File: config.mk
export PLATFORM = sky130hd
export DESIGN_NAME = sum_engine_arbiter
export DESIGN_NICKNAME = d
export VERILOG_FILES = /design/src/rtl/sum_engine_arbiter.sv
export SDC_FILE = /design/constraint.sdc
export NUM_CORES = 1
export LEC_CHECK = 0
export ABC_AREA = 1
export ABC_CLOCK_PERIOD_IN_PS = 3300
export BUFFER_PORTS_ARGS = -buffer_cell sky130_fd_sc_hd__buf_2
export CORE_ASPECT_RATIO = 0.9
export CORE_MARGIN = 4
export CORE_UTILIZATION = 24
export DETAILED_ROUTE_END_ITERATION = 10
export GPL_TIMING_DRIVEN = 0
export PLACE_DENSITY = 0.42
export SYNTH_ARGS = -nofsm -noshare
export SYNTH_HDL_FRONTEND = slang
export SYNTH_SLANG_ARGS = --single-unit
File: constraint.sdc
create_clock -name clk -period 3.3 [get_ports clk]
set_input_delay 0.33 -clock clk [delete_from_list [all_inputs] [get_ports clk]]
set_output_delay 0.33 -clock clk [all_outputs]
set_load 0.05 [all_outputs]
File: src/rtl/sum_engine_arbiter.sv
// sum_engine_arbiter: round-robin sharing of one sum_N_nos engine.
// Optional watchdog on the engine handshake: define SUM_ARB_TIMEOUT_EN.
module sum_engine_arbiter #(
    parameter int NREQ      = 4,
    parameter int NW        = 3,
    parameter int SW        = 5,
    parameter int TO_CYCLES = 32
) (
    input  logic               clk,
    input  logic               reset,
    input  logic [NREQ-1:0]    req_valid,
    input  logic [NREQ*NW-1:0] req_n,
    output logic [NREQ-1:0]    req_ready,
    output logic [NREQ-1:0]    rsp_valid,
    output logic [SW-1:0]      rsp_sum,
    output logic               rsp_err,
    input  logic [NREQ-1:0]    rsp_ack,
    output logic               eng_N_valid,
    output logic [NW-1:0]      eng_N_in,
    input  logic               eng_ready,
    input  logic               eng_sum_valid,
    input  logic [SW-1:0]      eng_sum,
    output logic               eng_ack,
    output logic               busy
);

    localparam int IW = (NREQ > 1) ? $clog2(NREQ) : 1;

    typedef enum logic [2:0] {
        S_IDLE,
        S_ISSUE,
        S_WAIT,
        S_ACK,
        S_RESP
    } state_t;

    state_t        state;
    state_t        state_nx;
    logic [IW-1:0] rr_ptr;
    logic [IW-1:0] id_q;
    logic [IW-1:0] win_id;
    logic [IW-1:0] cand;
    logic          win_found;
    logic [NW-1:0] n_q;
    logic          to_hit;
    logic          to_fire;

    // Round-robin search starting just past the last served requester
    always_comb begin
        win_found = 1'b0;
        win_id    = '0;
        cand      = '0;
        for (int k = 1; k <= NREQ; k++) begin
            cand = IW'((int'(rr_ptr) + k) % NREQ);
            if (!win_found && req_valid[cand]) begin
                win_found = 1'b1;
                win_id    = cand;
            end
        end
    end

`ifdef SUM_ARB_TIMEOUT_EN
    localparam int CW = $clog2(TO_CYCLES + 1);

    logic [CW-1:0] to_cnt;

    // Watchdog: restarts on each grant, counts while the engine owes us
    always_ff @(posedge clk or negedge reset) begin
        if (!reset) begin
            to_cnt <= '0;
        end else if (state == S_IDLE && win_found) begin
            to_cnt <= '0;
        end else if ((state == S_ISSUE || state == S_WAIT) && !to_hit) begin
            to_cnt <= to_cnt + CW'(1);
        end
    end

    assign to_hit = (state == S_ISSUE || state == S_WAIT) &&
                    (to_cnt == CW'(TO_CYCLES - 1));
`else
    // No watchdog: this comparison is constant false
    assign to_hit = (TO_CYCLES < 0);
`endif

    // Timeout only wins when the engine handshake did not progress
    assign to_fire = to_hit &&
                     ((state == S_ISSUE && !eng_ready) ||
                      (state == S_WAIT && !eng_sum_valid));

    // State register
    always_ff @(posedge clk or negedge reset) begin
        if (!reset) begin
            state <= S_IDLE;
        end else begin
            state <= state_nx;
        end
    end

    // Next-state and engine/response strobes
    always_comb begin
        state_nx    = state;
        eng_N_valid = 1'b0;
        eng_N_in    = '0;
        eng_ack     = 1'b0;
        rsp_valid   = '0;
        busy        = (state != S_IDLE);
        unique case (state)
            S_IDLE: begin
                if (win_found) state_nx = S_ISSUE;
            end
            S_ISSUE: begin
                eng_N_valid = 1'b1;
                eng_N_in    = n_q;
                if (eng_ready) state_nx = S_WAIT;
                else if (to_fire) state_nx = S_RESP;
            end
            S_WAIT: begin
                if (eng_sum_valid) state_nx = S_ACK;
                else if (to_fire) state_nx = S_RESP;
            end
            S_ACK: begin
                eng_ack  = 1'b1;
                state_nx = S_RESP;
            end
            S_RESP: begin
                rsp_valid[id_q] = 1'b1;
                if (rsp_ack[id_q]) state_nx = S_IDLE;
            end
            default: state_nx = S_IDLE;
        endcase
    end

    // Transaction context: owner, N, result, error and round-robin pointer
    always_ff @(posedge clk or negedge reset) begin
        if (!reset) begin
            rr_ptr    <= IW'(NREQ - 1);
            id_q      <= '0;
            n_q       <= '0;
            rsp_sum   <= '0;
            rsp_err   <= 1'b0;
            req_ready <= '0;
        end else begin
            req_ready <= '0;
            if (state == S_IDLE && win_found) begin
                id_q              <= win_id;
                n_q               <= req_n[int'(win_id)*NW +: NW];
                req_ready[win_id] <= 1'b1;
            end
            if (state == S_WAIT && eng_sum_valid) begin
                rsp_sum <= eng_sum;
            end
            if (to_fire) begin
                rsp_sum <= '0;
                rsp_err <= 1'b1;
            end
            if (state == S_RESP && rsp_ack[id_q]) begin
                rr_ptr  <= id_q;
                rsp_err <= 1'b0;
            end
        end
    end

endmodule

==> results.toml <==
[status]
outcome = "finished, violations left"
violations = "hold timing"

[place]
dpl_worst_slack_ns = 1.47
dp_cells = 291
place_congestion = 0.752
place_hpwl_mm = 2.56
io_buffers = 47

[setup_path]
worstPathRequired_ns = 2.97
critPathKind = "reg2out"
crit_arrival_ns = 1.52
crit_slowest_cell = "dfrtp_1"
startpoint = "state[1]$_DFFE_PN0P_"
crit_path_frequent_cell = "nor3_1"
end_kind = "output pin"
cp_top_family = "flip-flops"
cp_cell_sequence = "nor3_1 -> inv_1 -> nor3_1 -> buf_2"
timing.rr.start = "rr_ptr[1]$_DFFE_PN1P_"
critical-path-max-stage-delay_ns = 0.44
crit_path_max_fanout = 6
startpoint_type = "register"
crit_buf_inv = 2

[timing]
rsz0062_at_grt = "false"
fin_crit_sh_pct = 56.1
fmax_mhz = 540
fin_crit_ns = 1.85
tns_ns = 0
fin_ws_ns = 1.45
holdWs_ns = -0.000647
hold_viol_final = 4
setup_viol = 0
drv_slew = 0
finalClockSkew_ns = 0.00400

[global_routing]
grt_pass1_vias = 1156
grt_usage_pct = 9.73
grt_antenna_before_repair = 0
globalRouteOverflowTotal = 0
grt_max_degree = 20
grt_pass1_wl_mm = 5.35

[cells_and_area]
final_cells = 295
antenna_cells = 0
fill_cells = 590
drive_above_1_share_pct = 43.9
multi_input_area_sq_um = 714
ff_latch_area_sq_um = 478
syn_to_final_growth_pct = 27.4
fin_nets = 258

[route]
ant_nets = 0
drc_errors = 0
drtIter0Drc = 53
dr_total_vias = 1206
drt-pass1-iter-count = 4
wirelength_mm = 3.23
viasPerCell = 4.09
wl_per_cell_microns = 10.9

[clock_tree]
postCtsSetupBuffers = 0
clk_path_buf_depth = 2
ctsResizeCount = 0
clock_latency_ns = 0.26
path_clk_slew_ns = 0.07
htree_levels = 1
cts_inserted_buffers = 3
clock-sinks = 19
root_buffer = "clkbuf_8"
cts-hold-fix-buffers = 0
cts_tree = "done"

[yosys]
ys_top_cells_by_area = "dfrtp_1, nand2_1, nand2_2"
synth_common_cells = "nand2_1, inv_1, nand2_2"
synth.distinct_cells = 28
ys_ff_latch = 19
ys_seq_area_share_pct = 35.8
yosys_warnings = 0
synthArstFlopShare_pct = 100
yosys_most_used_dff = "dfrtp_1"
synth.net_count = 206
synth_top_area_share_pct = 31.9
syn_inst = 177
syn_area_per_cell_sq_um = 7.54
synth.most_common_cell = "nand2_1"
synth_edf_count = 0
yosysTopAreaCell = "dfrtp_1"
synth_area_sq_um = 1330

[floorplanning]
start_util_pct = 25.1
ios = 49
fp.dieW_microns = 86.6
std_cell_rows = 25
die_area_sq_um = 6820
die_y_microns = 78.7
core-area_sq_um = 5320

[flow_run]
drv_cap = 0

[pwr]
peakVddDrop_v = 0.000287
p_total_uw = 2000
p_leak_uw = 0.000934
power_density_nw_per_um2 = 1180

[worst_hold_path]
hp-class = "in2async"
[metal layers]
metal	global-route usage, %	part of all wire (%)
met5	0	0
met4	1.87	0.77
met3	2.70	6.5
met2	14.1	42
met1	14.4	50
[where the power goes]
group          internal (uW)  total (uW)  switching (uW)  leakage (uW)
clock network           83.9         163            79.5     0.0000255
logic                    416        1420            1000      0.000674
registers                351         417            65.2      0.000235
total                    852        2000            1150      0.000934
[cell usage in the layout, fill, tap and decap left out]
cell type,netlist,layout
inv_1,22,22
or2_2,2,2
a21oi_1,2,2
clkbuf_8,0,3
nand3b_1,1,1
buf_2,0,47
buf_4,1,1
nor2_4,1,1
a31oi_1,1,1
o21ai_0,6,6
conb_1,1,1
nor3_1,6,6
nand3_2,3,3
inv_2,6,6
dfstp_2,2,2
clkinv_2,0,1
nand2_4,3,3
dfrtp_1,17,17
mux2_2,5,5
nand2_2,19,19
nand4_1,2,2
nand3_4,2,2
nand2_1,40,40
inv_4,1,1
nor2_2,1,1
o211ai_1,2,2
nand3_1,14,14
o21ai_1,2,2
nor2_1,12,12
buf_6,2,2
nor2_8,1,1
[cells by family after synthesis]
logic type | share of synthesized area (%)
buffers and inverters | 10.6
DFF | 35.8
muxes | 4.22
and+or+nand+nor | 43.7
AOI/OAI and AO/OA | 5.35
other | 0.281
[state kept, by name (all words and copies together), names as in the netlist]
signal and count:
n_q 3, req_ready 4, state 3, rsp_sum 5, rr_ptr 2, id_q 2
[worst paths after layout]
kind                       slack (ns)  depth (start not counted)                     end
max                              1.45                          4            rsp_valid[1]
min                           -0.0006                          1  rsp_sum[2]$_DFFE_PN0P_
max reg2reg                      1.49                         14      n_q[1]$_DFFE_PN0P_
min reg2reg                      0.49                          2      n_q[1]$_DFFE_PN0P_
max in group asynchronous        2.97                          1   rr_ptr[0]$_DFFE_PN1P_
min in group clk                 0.30                          2  rsp_sum[1]$_DFFE_PN0P_
[layout make-up]
type	instances	share of cell area, %
sequential	19	28.1
multi-input combinational	126	42.0
inverter	29	6.55
clock buffer	3	2.43
tap	67	4.93
timing repair buffer	47	13.8
clock inverter	1	0.295
buffer	3	1.77
[per-stage QoR]
step | utilization [%] | instance area [sq um]
after floorplan | - | 1330
after global placement | 31.1 | 1650
after detailed placement | 31.1 | 1650
after CTS | 32.0 | 1700
after global routing | 32.0 | 1700
final | 32.0 | 1700
(Power assumes the default switching activity.)
